### config.mk
export PLATFORM = sky130hd
export DESIGN_NAME = axi_master_arbiter_flat
export DESIGN_NICKNAME = d
export VERILOG_FILES = /design/src/rtl/axi_master_arbiter_pkg.sv /design/src/rtl/axi_master_arbiter_if.sv /design/src/rtl/axi_master_arbiter_rr_arbiter.sv /design/src/rtl/axi_master_arbiter.sv /design/src/flat_wrapper.sv
export SDC_FILE = /design/constraint.sdc
export NUM_CORES = 1
export LEC_CHECK = 0
export ABC_AREA = 1
export CAP_MARGIN = 40
export CORE_AREA = 10 10 288 290
export DETAILED_ROUTE_END_ITERATION = 10
export DIE_AREA = 0 0 298 300
export PLACE_DENSITY = 0.47
export SKIP_CTS_REPAIR_TIMING = 1
export SLEW_MARGIN = 15
export SYNTH_ARGS = -nofsm -noshare
export SYNTH_HDL_FRONTEND = slang
export SYNTH_SLANG_ARGS = --single-unit
### constraint.sdc
create_clock -name clk_i -period 1.6 [get_ports clk_i]
set_input_delay 0.48 -clock clk_i [delete_from_list [all_inputs] [get_ports clk_i]]
set_output_delay 0.48 -clock clk_i [all_outputs]
set_load 0.02 [all_outputs]
### src/rtl/axi_master_arbiter_pkg.sv
// Shared types and widths for the cache-side AXI master arbiter.
// Line address and cache-line data widths default here unless a project header already defined them.
`ifndef ADDR_WIDTH
`define ADDR_WIDTH 32
`endif
`ifndef DATA_WIDTH_CACHE
`define DATA_WIDTH_CACHE 128
`endif

package axi_master_arbiter_pkg;

    localparam int ADDR_WIDTH       = `ADDR_WIDTH;
    localparam int DATA_WIDTH_CACHE = `DATA_WIDTH_CACHE;

    // Requester 0 is the icache, requester 1 the dcache.
    localparam int N_REQ_DEF = 2;

    typedef enum logic [1:0] {
        ST_IDLE   = 2'd0,
        ST_ISSUE  = 2'd1,
        ST_WAIT_R = 2'd2,
        ST_WAIT_W = 2'd3
    } arb_state_e;

endpackage

### src/rtl/axi_master_arbiter_if.sv
// CPU-side port of the AXI master: one line request out, read line / done pulses back.
interface axi_master_arbiter_if;
    import axi_master_arbiter_pkg::*;

    logic [ADDR_WIDTH-1:0]       addr;
    logic [DATA_WIDTH_CACHE-1:0] wdata;
    logic                        we;
    logic                        cs;
    logic [DATA_WIDTH_CACHE-1:0] rdata;
    logic                        rvalid;
    logic                        wdone;

    // master: the arbiter driving requests; slave: the AXI master serving them.
    modport master (
        output addr, wdata, we, cs,
        input  rdata, rvalid, wdone
    );

    modport slave (
        input  addr, wdata, we, cs,
        output rdata, rvalid, wdone
    );
endinterface

### src/rtl/axi_master_arbiter_rr_arbiter.sv
// Combinational round-robin pick: first request found searching upward from last_i+1, wrapping.
module rr_arbiter #(
    parameter  int N_REQ = 2,
    localparam int PTR_W = $clog2(N_REQ)
) (
    input  logic [N_REQ-1:0] req_i,
    input  logic [PTR_W-1:0] last_i,
    output logic [N_REQ-1:0] grant_o,
    output logic [PTR_W-1:0] grant_idx_o
);

    int               cand;
    logic [PTR_W-1:0] cand_idx;
    logic             found;

    always_comb begin
        grant_o     = '0;
        grant_idx_o = '0;
        found       = 1'b0;
        cand        = 0;
        cand_idx    = '0;
        // last_i itself is visited last, so a sole requester is re-granted.
        for (int i = 1; i <= N_REQ; i++) begin
            cand     = (int'(last_i) + i) % N_REQ;
            cand_idx = PTR_W'(cand);
            if (!found && req_i[cand_idx]) begin
                found             = 1'b1;
                grant_o[cand_idx] = 1'b1;
                grant_idx_o       = cand_idx;
            end
        end
    end

endmodule

### src/rtl/axi_master_arbiter.sv
// Shares one AXI master between N_REQ cache requesters, one line transaction at a time.
module axi_master_arbiter
    import axi_master_arbiter_pkg::*;
#(
    parameter int N_REQ = N_REQ_DEF
) (
    input  logic                                    clk_i,
    input  logic                                    rst_i,
    input  logic [N_REQ-1:0]                        req_cs_i,
    input  logic [N_REQ-1:0]                        req_we_i,
    input  logic [N_REQ-1:0][ADDR_WIDTH-1:0]        req_addr_i,
    input  logic [N_REQ-1:0][DATA_WIDTH_CACHE-1:0]  req_wdata_i,
    output logic [DATA_WIDTH_CACHE-1:0]             req_rdata_o,
    output logic [N_REQ-1:0]                        req_rvalid_o,
    output logic [N_REQ-1:0]                        req_wdone_o,
    output logic [N_REQ-1:0]                        grant_o,
    axi_master_arbiter_if.master                    m_if
);

    localparam int PTR_W = $clog2(N_REQ);

    arb_state_e                  state_q, state_d;
    logic [PTR_W-1:0]            last_q, last_d;
    logic [N_REQ-1:0]            grant_q, grant_d;
    logic [ADDR_WIDTH-1:0]       addr_q, addr_d;
    logic [DATA_WIDTH_CACHE-1:0] wdata_q, wdata_d;
    logic                        we_q, we_d;

    logic [N_REQ-1:0]            arb_grant;
    logic [PTR_W-1:0]            arb_idx;

    rr_arbiter #(
        .N_REQ (N_REQ)
    ) u_rr_arbiter (
        .req_i       (req_cs_i),
        .last_i      (last_q),
        .grant_o     (arb_grant),
        .grant_idx_o (arb_idx)
    );

    always_ff @(posedge clk_i) begin
        if (rst_i) begin
            state_q <= ST_IDLE;
            last_q  <= PTR_W'(N_REQ - 1);
            grant_q <= '0;
            addr_q  <= '0;
            wdata_q <= '0;
            we_q    <= 1'b0;
        end else begin
            state_q <= state_d;
            last_q  <= last_d;
            grant_q <= grant_d;
            addr_q  <= addr_d;
            wdata_q <= wdata_d;
            we_q    <= we_d;
        end
    end

    // Requests are only looked at in IDLE, so only one transaction is ever in flight.
    always_comb begin
        state_d = state_q;
        last_d  = last_q;
        grant_d = grant_q;
        addr_d  = addr_q;
        wdata_d = wdata_q;
        we_d    = we_q;
        case (state_q)
            ST_IDLE: begin
                if (|req_cs_i) begin
                    grant_d = arb_grant;
                    last_d  = arb_idx;
                    addr_d  = req_addr_i[arb_idx];
                    wdata_d = req_wdata_i[arb_idx];
                    we_d    = req_we_i[arb_idx];
                    state_d = ST_ISSUE;
                end
            end
            ST_ISSUE: begin
                state_d = we_q ? ST_WAIT_W : ST_WAIT_R;
            end
            ST_WAIT_R: begin
                if (m_if.rvalid) begin
                    grant_d = '0;
                    state_d = ST_IDLE;
                end
            end
            ST_WAIT_W: begin
                if (m_if.wdone) begin
                    grant_d = '0;
                    state_d = ST_IDLE;
                end
            end
            default: begin
                grant_d = '0;
                state_d = ST_IDLE;
            end
        endcase
    end

    assign m_if.cs      = (state_q == ST_ISSUE);
    assign m_if.addr    = addr_q;
    assign m_if.wdata   = wdata_q;
    assign m_if.we      = we_q;
    assign req_rdata_o  = m_if.rdata;
    assign grant_o      = grant_q;

    // Done pulses reach only the owner, and only in the matching wait state.
    generate
        for (genvar gi = 0; gi < N_REQ; gi++) begin : g_done
            assign req_rvalid_o[gi] = (state_q == ST_WAIT_R) && grant_q[gi] && m_if.rvalid;
            assign req_wdone_o[gi]  = (state_q == ST_WAIT_W) && grant_q[gi] && m_if.wdone;
        end
    endgenerate

endmodule

### src/flat_wrapper.sv
// flat-port wrapper written by rule: the top's interface ports become plain ports
module axi_master_arbiter_flat import axi_master_arbiter_pkg::*;
#(
    parameter int N_REQ = N_REQ_DEF
)
  (clk_i, rst_i, req_cs_i, req_we_i, req_addr_i, req_wdata_i, req_rdata_o, req_rvalid_o, req_wdone_o, grant_o, m_if_addr, m_if_wdata, m_if_we, m_if_cs, m_if_rdata, m_if_rvalid, m_if_wdone);
  axi_master_arbiter_if m_if_i ();
  input  logic clk_i;
  input  logic rst_i;
  input  logic [N_REQ-1:0] req_cs_i;
  input  logic [N_REQ-1:0] req_we_i;
  input  logic [N_REQ-1:0][ADDR_WIDTH-1:0] req_addr_i;
  input  logic [N_REQ-1:0][DATA_WIDTH_CACHE-1:0] req_wdata_i;
  output logic [DATA_WIDTH_CACHE-1:0] req_rdata_o;
  output logic [N_REQ-1:0] req_rvalid_o;
  output logic [N_REQ-1:0] req_wdone_o;
  output logic [N_REQ-1:0] grant_o;
  output wire logic [$bits(m_if_i.addr)-1:0] m_if_addr;
  output wire logic [$bits(m_if_i.wdata)-1:0] m_if_wdata;
  output wire logic [$bits(m_if_i.we)-1:0] m_if_we;
  output wire logic [$bits(m_if_i.cs)-1:0] m_if_cs;
  input wire logic [$bits(m_if_i.rdata)-1:0] m_if_rdata;
  input wire logic [$bits(m_if_i.rvalid)-1:0] m_if_rvalid;
  input wire logic [$bits(m_if_i.wdone)-1:0] m_if_wdone;
  assign m_if_addr = m_if_i.addr;
  assign m_if_wdata = m_if_i.wdata;
  assign m_if_we = m_if_i.we;
  assign m_if_cs = m_if_i.cs;
  assign m_if_i.rdata = m_if_rdata;
  assign m_if_i.rvalid = m_if_rvalid;
  assign m_if_i.wdone = m_if_wdone;
  axi_master_arbiter #(.N_REQ(N_REQ)) u_core (.clk_i(clk_i), .rst_i(rst_i), .req_cs_i(req_cs_i), .req_we_i(req_we_i), .req_addr_i(req_addr_i), .req_wdata_i(req_wdata_i), .req_rdata_o(req_rdata_o), .req_rvalid_o(req_rvalid_o), .req_wdone_o(req_wdone_o), .grant_o(grant_o), .m_if(m_if_i));
endmodule
==> results of run 1 <==
[sequential cells by signal, indices dropped and copies added (netlist names), named ones only]
signal / count
u_core.m_if.wdata: 128
u_core.m_if.addr: 32
u_core.grant_o: 2
u_core.state_q: 2
u_core.m_if.we: 1
[cell usage in the layout, fill, tap and decap left out, drive strengths merged]
cell / instances
o2111ai: 1
nor3: 4
inv: 185
nand3: 6
nor2: 486
nand2: 335
clkbuf: 146
o21ai: 166
diode: 1
bufinv: 1
dlymetal6s2s: 43
clkdlybuf4s50: 324
dfxtp: 166
buf: 144
clkinv: 10
[tightest hold or removal path, cell delays in order]
cell            delay [ps]
dlymetal6s2s_1         170
buf_4                  150
o2111ai_1               90
nand2_1                 50
[stage by stage]
stage | total power (uW) | instance area [um2]
2_1_floorplan | 9540 | 9510
3_3_place_gp | 12900 | 15200
3_5_place_dp | 12900 | 15200
4_1_cts | 17600 | 15800
5_1_grt | 21700 | 18300
6_report | 20400 | 18300
[cell families (layout without fill, tap and decap cells)]
group                  after synthesis  after routing  share of synthesized area (%)
AND/OR/NAND/NOR                    831            831                           33.0
buffers and inverters              390            853                           23.1
flip-flops                         166            166                           34.9
other                                0              1                              0
AO/OA/AOI/OAI                      167            167                           8.95
[path summary, 6_finish.rpt]
kind | endpoint | slack, ps | depth (start not counted)
hold reg to reg | u_core.m_if.wdata[57] | 500 | 2
setup reg to reg | u_core.m_if.wdata[112] | -130 | 11
setup / recovery | req_wdone_o[0] | -200 | 4
hold / removal | u_core.grant_o[0] | 490 | 4
[final cells by class]
| class | instances | area (um2) | share of cell area (%) |
|---|---|---|---|
| diodes | 1 | 2.50 | 0.0137 |
| clock buffers | 18 | 429 | 2.35 |
| clock inverters | 14 | 153 | 0.836 |
| inverters | 174 | 671 | 3.67 |
| multi-input cells | 998 | 5440 | 29.8 |
| flip-flops and latches | 166 | 3340 | 18.3 |
| well taps | 1040 | 1300 | 7.13 |
| repair buffers | 639 | 6700 | 36.7 |
| repair inverters | 8 | 226 | 1.24 |
[power by group]
group          internal, uW  total (uW)  switching [uW]
sequential             4990        5560             571
combinational          4900       10400            5470
clock                  2230        4500            2260
total                 12100       20400            8310
[metal layers]
layer / track usage, % / vias to the layer above / wire length (um)
met5: 0.595 / - / 112
met4: 4.37 / 8 / 1620
met3: 6.11 / 124 / 6110
met2: 16.0 / 462 / 25300
met1: 10.8 / 4606 / 20400
li1: - / 5408 / -
==> run_results.csv, run 1 <==
group,metric,value,unit
placed_design,numPortBuffers,495,
detailed_routing,drtIter0Drc,310,
worst_setup_path,crit_path_max_incr_delay,470,ps
placed_design,gp_congestion,0.770,
detailed_routing,ant_nets,0,
worst_hold_path,hold_class,"in -> reg",
floorplan,die_w,298,um
floorplan,start_util,12.3,%
floorplan,rows,102,
sta,finalSetupTns,-5540,ps
worst_setup_path,cp.required,1120,ps
sta,rsz0062_at_grt,"true",
synth,synth-async-reset-ratio,0,%
worst_setup_path,critPathBufInv,3,
synth,synth-edff-count,0,
synth,synth_ff_type,"dfxtp_1",
layout,area.growth.synth_to_final,91.9,%
sta,maxSlewViolCount,0,
sta,min_period,1800,ps
worst_setup_path,crit_path_end_kind,"output port",
clock_tree,cts_buffer_depth,2,
global_route,grt_usage,10.1,%
power,power_density,1120,nW/um2
clock_tree,cts_tree,"built",
layout,drive_above_1_share,30.5,%
layout,final_cells,3058,
worst_hold_path,hp-start,"req_cs_i[0]",
layout,final_util,23.7,%
synth,synth_area_per_cell,6.12,um2
detailed_routing,drc,0,
global_route,first_global_vias,10249,
layout,nets,2460,
worst_setup_path,path_max_fanout,3,
placed_design,place_ws,-704,ps
sta,setup_slack,-197,ps
floorplan,dieArea,89400,um2
worst_setup_path,start_kind,"input port",
synth,synth_top_cell_by_area,"dfxtp_1",
clock_tree,clock-sinks,166,
detailed_routing,firstDrtPassIters,4,
sta,relSlewSlack,72.9,%
synth,ys_ff_latch,166,
worst_setup_path,r2r_start,"u_core.state_q[1]",
sta,finalCritPeriodShare,112,%
status,status,"complete, but fails checks",
power,p_leak,0.00901,uW
power,ir_worst_vdd,0.551,mV
global_route,grt_pass1_wl,67600,um
clock_tree,clk_latency,480,ps
clock_tree,clock-root-buffer,"clkbuf_16",
layout,num-fill-cells,8746,
detailed_routing,avgViaCountPerCell,3.47,
synth,synth.net_count,2010,
synth,synthTopCellsByCount,"485 x nor2_1, 334 x nand2_1, 173 x inv_1",
sta,finalHoldViolations,0,
synth,synth_top_area_share,34.9,%
placed_design,post-place-cells,2968,
synth,synthDistinctLibCells,19,
worst_setup_path,crit_start,"m_if_wdone",
detailed_routing,drt-total-wl,53600,um
floorplan,boundaryPins,752,
global_route,grt_max_degree,41,
worst_setup_path,cp_cell_sequence,"clkdlybuf4s50_1, inv_2, nor3_2, buf_4",
synth,netlist_area,9510,um2
status,violations,"negative setup slack",
sta,setup_viol,115,
sta,fmax,556,MHz
synth,yosysSeqAreaShare,34.9,%
worst_setup_path,crit_family,"buffers and inverters",
floorplan,core-area,77100,um2
synth,post-synth-top-count-cell,"nor2_1",
sta,hold_ws,493,ps
job,maxCapViolCount,0,
clock_tree,numCtsBuffers,17,
synth,yosysWarningCount,0,
sta,tightestPinTransition,405,ps
worst_setup_path,critical_path_class,"in -> out",
global_route,grt_remaining_overflow,0,
clock_tree,clk_pin_slew,80,ps
synth,netlist_top_cells_area,"dfxtp_1 35%, nor2_1 19%, nand2_1 13%, buf_4 11%, o21ai_0 6.9%",
floorplan,dieHeight,300,um
detailed_routing,routedWlPerCell,17.5,um
clock_tree,htree_levels,4,
worst_setup_path,slowest_stage,"clkdlybuf4s50_1",
worst_setup_path,cp.arrival,1320,ps
placed_design,dpl.hpwl,38700,um
sta,worst_clock_skew,14.5,ps
global_route,antenna_found_initial,12,
synth,synthCells,1554,
detailed_routing,vias,10608,
No activity file was read; power rests on OpenSTA's default activity.
==> run 2, diff against run 1 <==
CORE_AREA = 10 10 287 289   (was 10 10 288 290)
DIE_AREA = 0 0 297 299   (was 0 0 298 300)
SYNTH_HIERARCHICAL = 1   (was unset)
==> run_results.csv, run 2 <==
group,metric,value,unit
worst_setup_path,cp.arrival,1400,ps
sta,setup_viol,5,
clock_tree,htree_levels,4,
layout,final_common_cell,"clkdlybuf4s50_1",
status,status,"complete, but fails checks",
synth,synth.net_count,1856,
detailed_routing,routedWlPerCell,18.6,um
global_route,grt_remaining_overflow,0,
layout,area.growth.synth_to_final,68.8,%
global_route,grt_usage,10.6,%
worst_setup_path,path_max_fanout,3,
worst_hold_path,hp-start,"u_core/m_if.addr[27]",
synth,synth_top_area_share,35.2,%
clock_tree,clock-sinks,166,
power,p_switching,7320,uW
synth,synth_ff_type,"dfxtp_1",
floorplan,dieHeight,299,um
sta,worst_clock_skew,10.5,ps
layout,layout_common_cells,"324 x clkdlybuf4s50_1, 251 x nor2_1, 169 x nand2_1, 166 x inv_1, 163 x o21ai_1",
synth,synthTopCellsByCount,"251 x nor2_1, 176 x nand2_1, 171 x inv_1",
floorplan,core-area,76700,um2
synth,netlist_area,9450,um2
global_route,grt_max_degree,52,
power,p_leak,0.00721,uW
synth,netlist_top_cells_area,"dfxtp_1 35%, buf_4 11%, nor2_1 10%, o21ai_0 9.0%, o21ai_1 8.2%",
synth,yosysWarningCount,6,
power,power_density,1140,nW/um2
worst_setup_path,slowest_stage,"clkdlybuf4s50_1",
status,violations,"negative setup slack",
power,combPwrFrac,45.0,%
worst_setup_path,crit_path_end_kind,"output port",
global_route,grt_pass1_wl,69500,um
layout,multi_input_area,3950,um2
sta,min_period,1880,ps
power,ir_worst_vdd,0.550,mV
clock_tree,numCtsBuffers,17,
worst_setup_path,start_kind,"input port",
global_route,antenna_found_initial,3,
synth,synthCells,1400,
worst_setup_path,r2r_start,"u_core/last_q",
worst_setup_path,critical_path_class,"in -> out",
clock_tree,clock-root-buffer,"clkbuf_16",
detailed_routing,firstDrtPassIters,7,
floorplan,rows,102,
power,swShare,40.2,%
synth,synth_top_cell_by_area,"dfxtp_1",
job,maxCapViolCount,0,
sta,tightestPinTransition,351,ps
floorplan,dieArea,88800,um2
layout,num-fill-cells,8703,
sta,finalSetupTns,-742,ps
layout,nets,2277,
synth,ys_ff_latch,166,
global_route,first_global_vias,9987,
synth,post-synth-top-count-cell,"nor2_1",
floorplan,start_util,12.3,%
layout,final_util,20.8,%
detailed_routing,vias,10053,
sta,finalCritPeriodShare,117,%
sta,hold_ws,477,ps
placed_design,place_ws,-711,ps
detailed_routing,ant_nets,0,
clock_tree,cts_buffer_depth,2,
placed_design,numPortBuffers,495,
detailed_routing,drtIter0Drc,335,
synth,synthDistinctLibCells,20,
detailed_routing,avgViaCountPerCell,3.50,
sta,finalHoldViolations,0,
clock_tree,clk_pin_slew,70,ps
worst_setup_path,crit_family,"buffers and inverters",
layout,final_cells,2874,
placed_design,dpl.hpwl,39000,um
detailed_routing,wl_met1,21000,um
synth,synth_area_per_cell,6.75,um2
worst_setup_path,crit_start,"m_if_wdone",
clock_tree,cts_tree,"built",
power,clkPwrFrac,24.1,%
worst_setup_path,cp_cell_sequence,"clkdlybuf4s50_1, inv_1, nor3_1, clkbuf_2",
floorplan,boundaryPins,752,
detailed_routing,dr_wl_met2,25200,um
worst_setup_path,cp.required,1120,ps
floorplan,die_w,297,um
clock_tree,clk_latency,470,ps
layout,drive_above_1_share,24.1,%
sta,rsz0062_at_grt,"true",
sta,relSlewSlack,76.4,%
worst_setup_path,crit_path_max_incr_delay,460,ps
placed_design,gp_congestion,0.811,
sta,maxSlewViolCount,0,
detailed_routing,wl_met3,5380,um
power,seqPwrFrac,30.9,%
layout,ff_latch_area,3340,um2
detailed_routing,top_layer,"met5",
sta,fmax,532,MHz
worst_setup_path,critPathBufInv,3,
power,p_int,10900,uW
layout,largest_register_ffs,128,
placed_design,post-place-cells,2805,
synth,synth-edff-count,0,
detailed_routing,drt-total-wl,53500,um
worst_hold_path,hold_class,"reg -> reg",
detailed_routing,drc,0,
sta,setup_slack,-278,ps
synth,yosysSeqAreaShare,35.2,%
synth,synth-async-reset-ratio,0,%
## run 2: cell count changes after synthesis, moves of 5 or more
cell,delta
o21ai_0,+39
nand2_1,-158
clkbuf_1,+5
nor2_2,+79
nor2_1,-234
buf_2,-6
o21ai_1,+120
buf_12,+9
buf_4,-6
## run 2: power by group through the flow
stage	sequential, uW	clock [uW]	combinational, uW
after CTS	5630	4690	8240
after global placement	5690	0	8240
after floorplan	6690	0	3500
after global routing	5770	4790	9030
after detailed placement	5710	0	8200
final	5640	4390	8210
## run 2: tightest hold or removal path: cells and delay by family, from the launching register on
| kind | cells | cell delay [ps] |
|---|---|---|
| AND/OR/NAND/NOR | 2 | 120 |
| flip-flops | 1 | 320 |
## run 2: path summary, 6_finish.rpt
kind                                to  slack (ps)  cells past startpoint
hold / removal    u_core/m_if.addr[27]         480                      2
setup reg to reg  u_core/m_if.wdata[9]          40                      8
hold reg to reg   u_core/m_if.addr[27]         480                      2
setup / recovery        req_wdone_o[0]        -280                      4
## run 2: cells by family (layout without fill, tap and decap cells)
logic type	count (synthesis)	after routing	synth area share, %
flip-flops	166	166	35.2
buffers and inverters	389	822	24.5
other	0	1	0
AND/OR/NAND/NOR	517	517	22.9
AO/OA/AOI/OAI	328	328	17.5
## run 2: stage by stage
stage | cell area, um2 | total power (uW)
floorplan | 9450 | 10200
global placement | 15100 | 13900
detailed placement | 15100 | 13900
CTS | 15700 | 18600
global route | 15900 | 19600
finish | 16000 | 18200
## run 2: final cells by class
class,instances,share of cell area [%]
clock inverters,13,0.894
clock buffers,18,2.75
repair buffers,618,38.2
multi-input cells,845,24.7
inverters,173,4.25
flip-flops and latches,166,21.0
diodes,1,0.0157
well taps,1040,8.16
## run 2: per-layer routing
| metal | GRT usage, % | vias up |
|---|---|---|
| met5 | 0.811 | - |
| met4 | 4.50 | 4 |
| met3 | 5.88 | 115 |
| met2 | 16.9 | 487 |
| met1 | 11.3 | 4389 |
| li1 | - | 5058 |
==> run 3, diff against run 2 <==
GPL_TIMING_DRIVEN = 0   (was unset)
clock period = 2.1 ns   (was 1.6 ns; I/O delays follow)
==> run_results.csv, run 3 (synthesis gave the netlist of run 2 again) <==
group,metric,value,unit
placed_design,gp_congestion,0.862,
sta,finalCritPeriodShare,98.9,%
global_route,grt_remaining_overflow,0,
layout,largest_register_ffs,128,
power,finalPower,14600,uW
clock_tree,cts_buffer_depth,2,
job,maxCapViolCount,0,
power,power_density,799,nW/um2
layout,final_common_cell,"clkdlybuf4s50_1",
worst_hold_path,whs_endpoint,"u_core/m_if.wdata[1]",
sta,setup_slack,22.7,ps
clock_tree,clk_pin_slew,80,ps
worst_hold_path,holdPathStages,2,
detailed_routing,top_layer,"met4",
worst_hold_path,hold_class,"reg -> reg",
floorplan,dieHeight,299,um
worst_setup_path,reg2reg_setup_slack,260,ps
worst_setup_path,cp.arrival,2480,ps
detailed_routing,drc,0,
placed_design,post-place-cells,3064,
clock_tree,clock-sinks,166,
floorplan,core-area,76700,um2
clock_tree,htree_levels,4,
detailed_routing,avgViaCountPerCell,3.49,
power,p_leak,0.00990,uW
sta,relSlewSlack,62.8,%
clock_tree,clk_latency,480,ps
global_route,first_global_vias,11242,
detailed_routing,dr_wl_met2,31600,um
detailed_routing,wl_met1,23800,um
power,ir_worst_vdd,0.482,mV
layout,final_cells,3103,
worst_setup_path,critical_path_class,"in -> reg",
worst_setup_path,rr_worst_depth,9,
clock_tree,clock-root-buffer,"clkbuf_16",
worst_setup_path,path_max_fanout,10,
sta,min_period,2080,ps
layout,drive_above_1_share,16.3,%
floorplan,rows,102,
sta,tightestPinTransition,557,ps
layout,num-fill-cells,8502,
clock_tree,numCtsBuffers,17,
sta,setup_viol,0,
sta,hold_ws,477,ps
floorplan,start_util,12.3,%
worst_setup_path,start_kind,"input port",
status,status,"complete, no violations",
placed_design,dpl.hpwl,51500,um
worst_setup_path,crit_path_end_kind,"register",
detailed_routing,vias,10842,
worst_hold_path,hp-start,"u_core/m_if.wdata[1]",
worst_setup_path,cp.required,2500,ps
global_route,antenna_found_initial,8,
sta,fmax,481,MHz
global_route,grt_pass1_wl,84000,um
detailed_routing,drt-total-wl,61700,um
sta,finalHoldViolations,0,
detailed_routing,drtIter0Drc,437,
global_route,grt_max_degree,17,
detailed_routing,routedWlPerCell,19.9,um
detailed_routing,ant_nets,0,
global_route,grt_usage,13.1,%
floorplan,dieArea,88800,um2
layout,layout_common_cells,"453 x clkdlybuf4s50_1, 251 x nor2_1, 175 x nand2_1, 170 x inv_1, 167 x o21ai_0",
placed_design,numPortBuffers,623,
layout,area.growth.synth_to_final,93.0,%
worst_setup_path,r2r_start,"u_core/last_q",
floorplan,die_w,297,um
detailed_routing,wl_met3,5460,um
worst_setup_path,rr_endpoint,"u_core/m_if.wdata[78]",
sta,worst_clock_skew,25.5,ps
detailed_routing,firstDrtPassIters,5,
sta,maxSlewViolCount,0,
layout,nets,2504,
placed_design,place_ws,-1130,ps
clock_tree,cts_tree,"built",
floorplan,boundaryPins,752,
[run 3: cell count changes in the layout (fill, tap and decap cells not counted), moves of 9 or more]
| cell | previous run | this run |
|---|---|---|
| o21ai_0 | 138 | 167 |
| o21ai_2 | 23 | 1 |
| dlymetal6s2s_1 | 16 | 165 |
| buf_2 | 5 | 22 |
| buf_4 | 60 | 141 |
| clkdlybuf4s50_1 | 324 | 453 |
| buf_6 | 26 | 17 |
| clkbuf_16 | 35 | 19 |
| clkbuf_2 | 130 | 10 |
| clkbuf_1 | 0 | 18 |
| buf_12 | 27 | 14 |
[run 3: power by group]
group	switching, uW	leakage (uW)	internal, uW
Sequential	418	0.00138	3840
Combinational	3760	0.00823	3030
Clock	1620	0.000294	1910
[run 3: metal layers]
layer  global-route usage, %  up-vias
met5                       0        -
met4                    2.95        0
met3                    5.70       42
met2                    23.8      489
met1                    13.9     4816
li1                        -     5495
[run 3: worst max-delay path by stage]
stage	startpoint	end	slack (ps)	cells past startpoint
global placement	rst_i	u_core/m_if.addr[12]	-1270	6
detailed placement	req_cs_i[1]	u_core/m_if.wdata[78]	-1130	9
CTS	req_cs_i[1]	u_core/m_if.wdata[78]	-600	9
finish	rst_i	u_core/m_if.wdata[83]	20	7
global route	m_if_rvalid	req_rvalid_o[1]	-20	4
floorplan	m_if_rvalid	req_rvalid_o[0]	310	2
[run 3: stage by stage]
stage                     setup TNS, ps  util, %  area [um2]
after floorplan                       0        -        9450
after global placement          -151200     22.1       17000
after detailed placement        -123600     22.2       17000
after CTS                        -49800     23.0       17600
after global routing              -42.3     23.8       18200
final                                 0     23.8       18200
[run 3: area by class of cell]
class / count / area, um2 / area share, %
diodes: 2 / 5.00 / 0.0275
plain buffers: 216 / 1730 / 9.47
clock buffers: 18 / 429 / 2.35
clock inverters: 14 / 191 / 1.05
inverters: 173 / 652 / 3.58
multi-input cells: 845 / 3860 / 21.2
flip-flops and latches: 166 / 3330 / 18.3
well taps: 1040 / 1300 / 7.14
repair buffers: 629 / 6730 / 36.9
[run 3: worst max-delay path, stage by stage]
cell	delay, ps
clkdlybuf4s50_1	450
inv_2	80
clkbuf_1	210
buf_8	190
clkbuf_1	450
o21ai_0	300
nor2_1	140
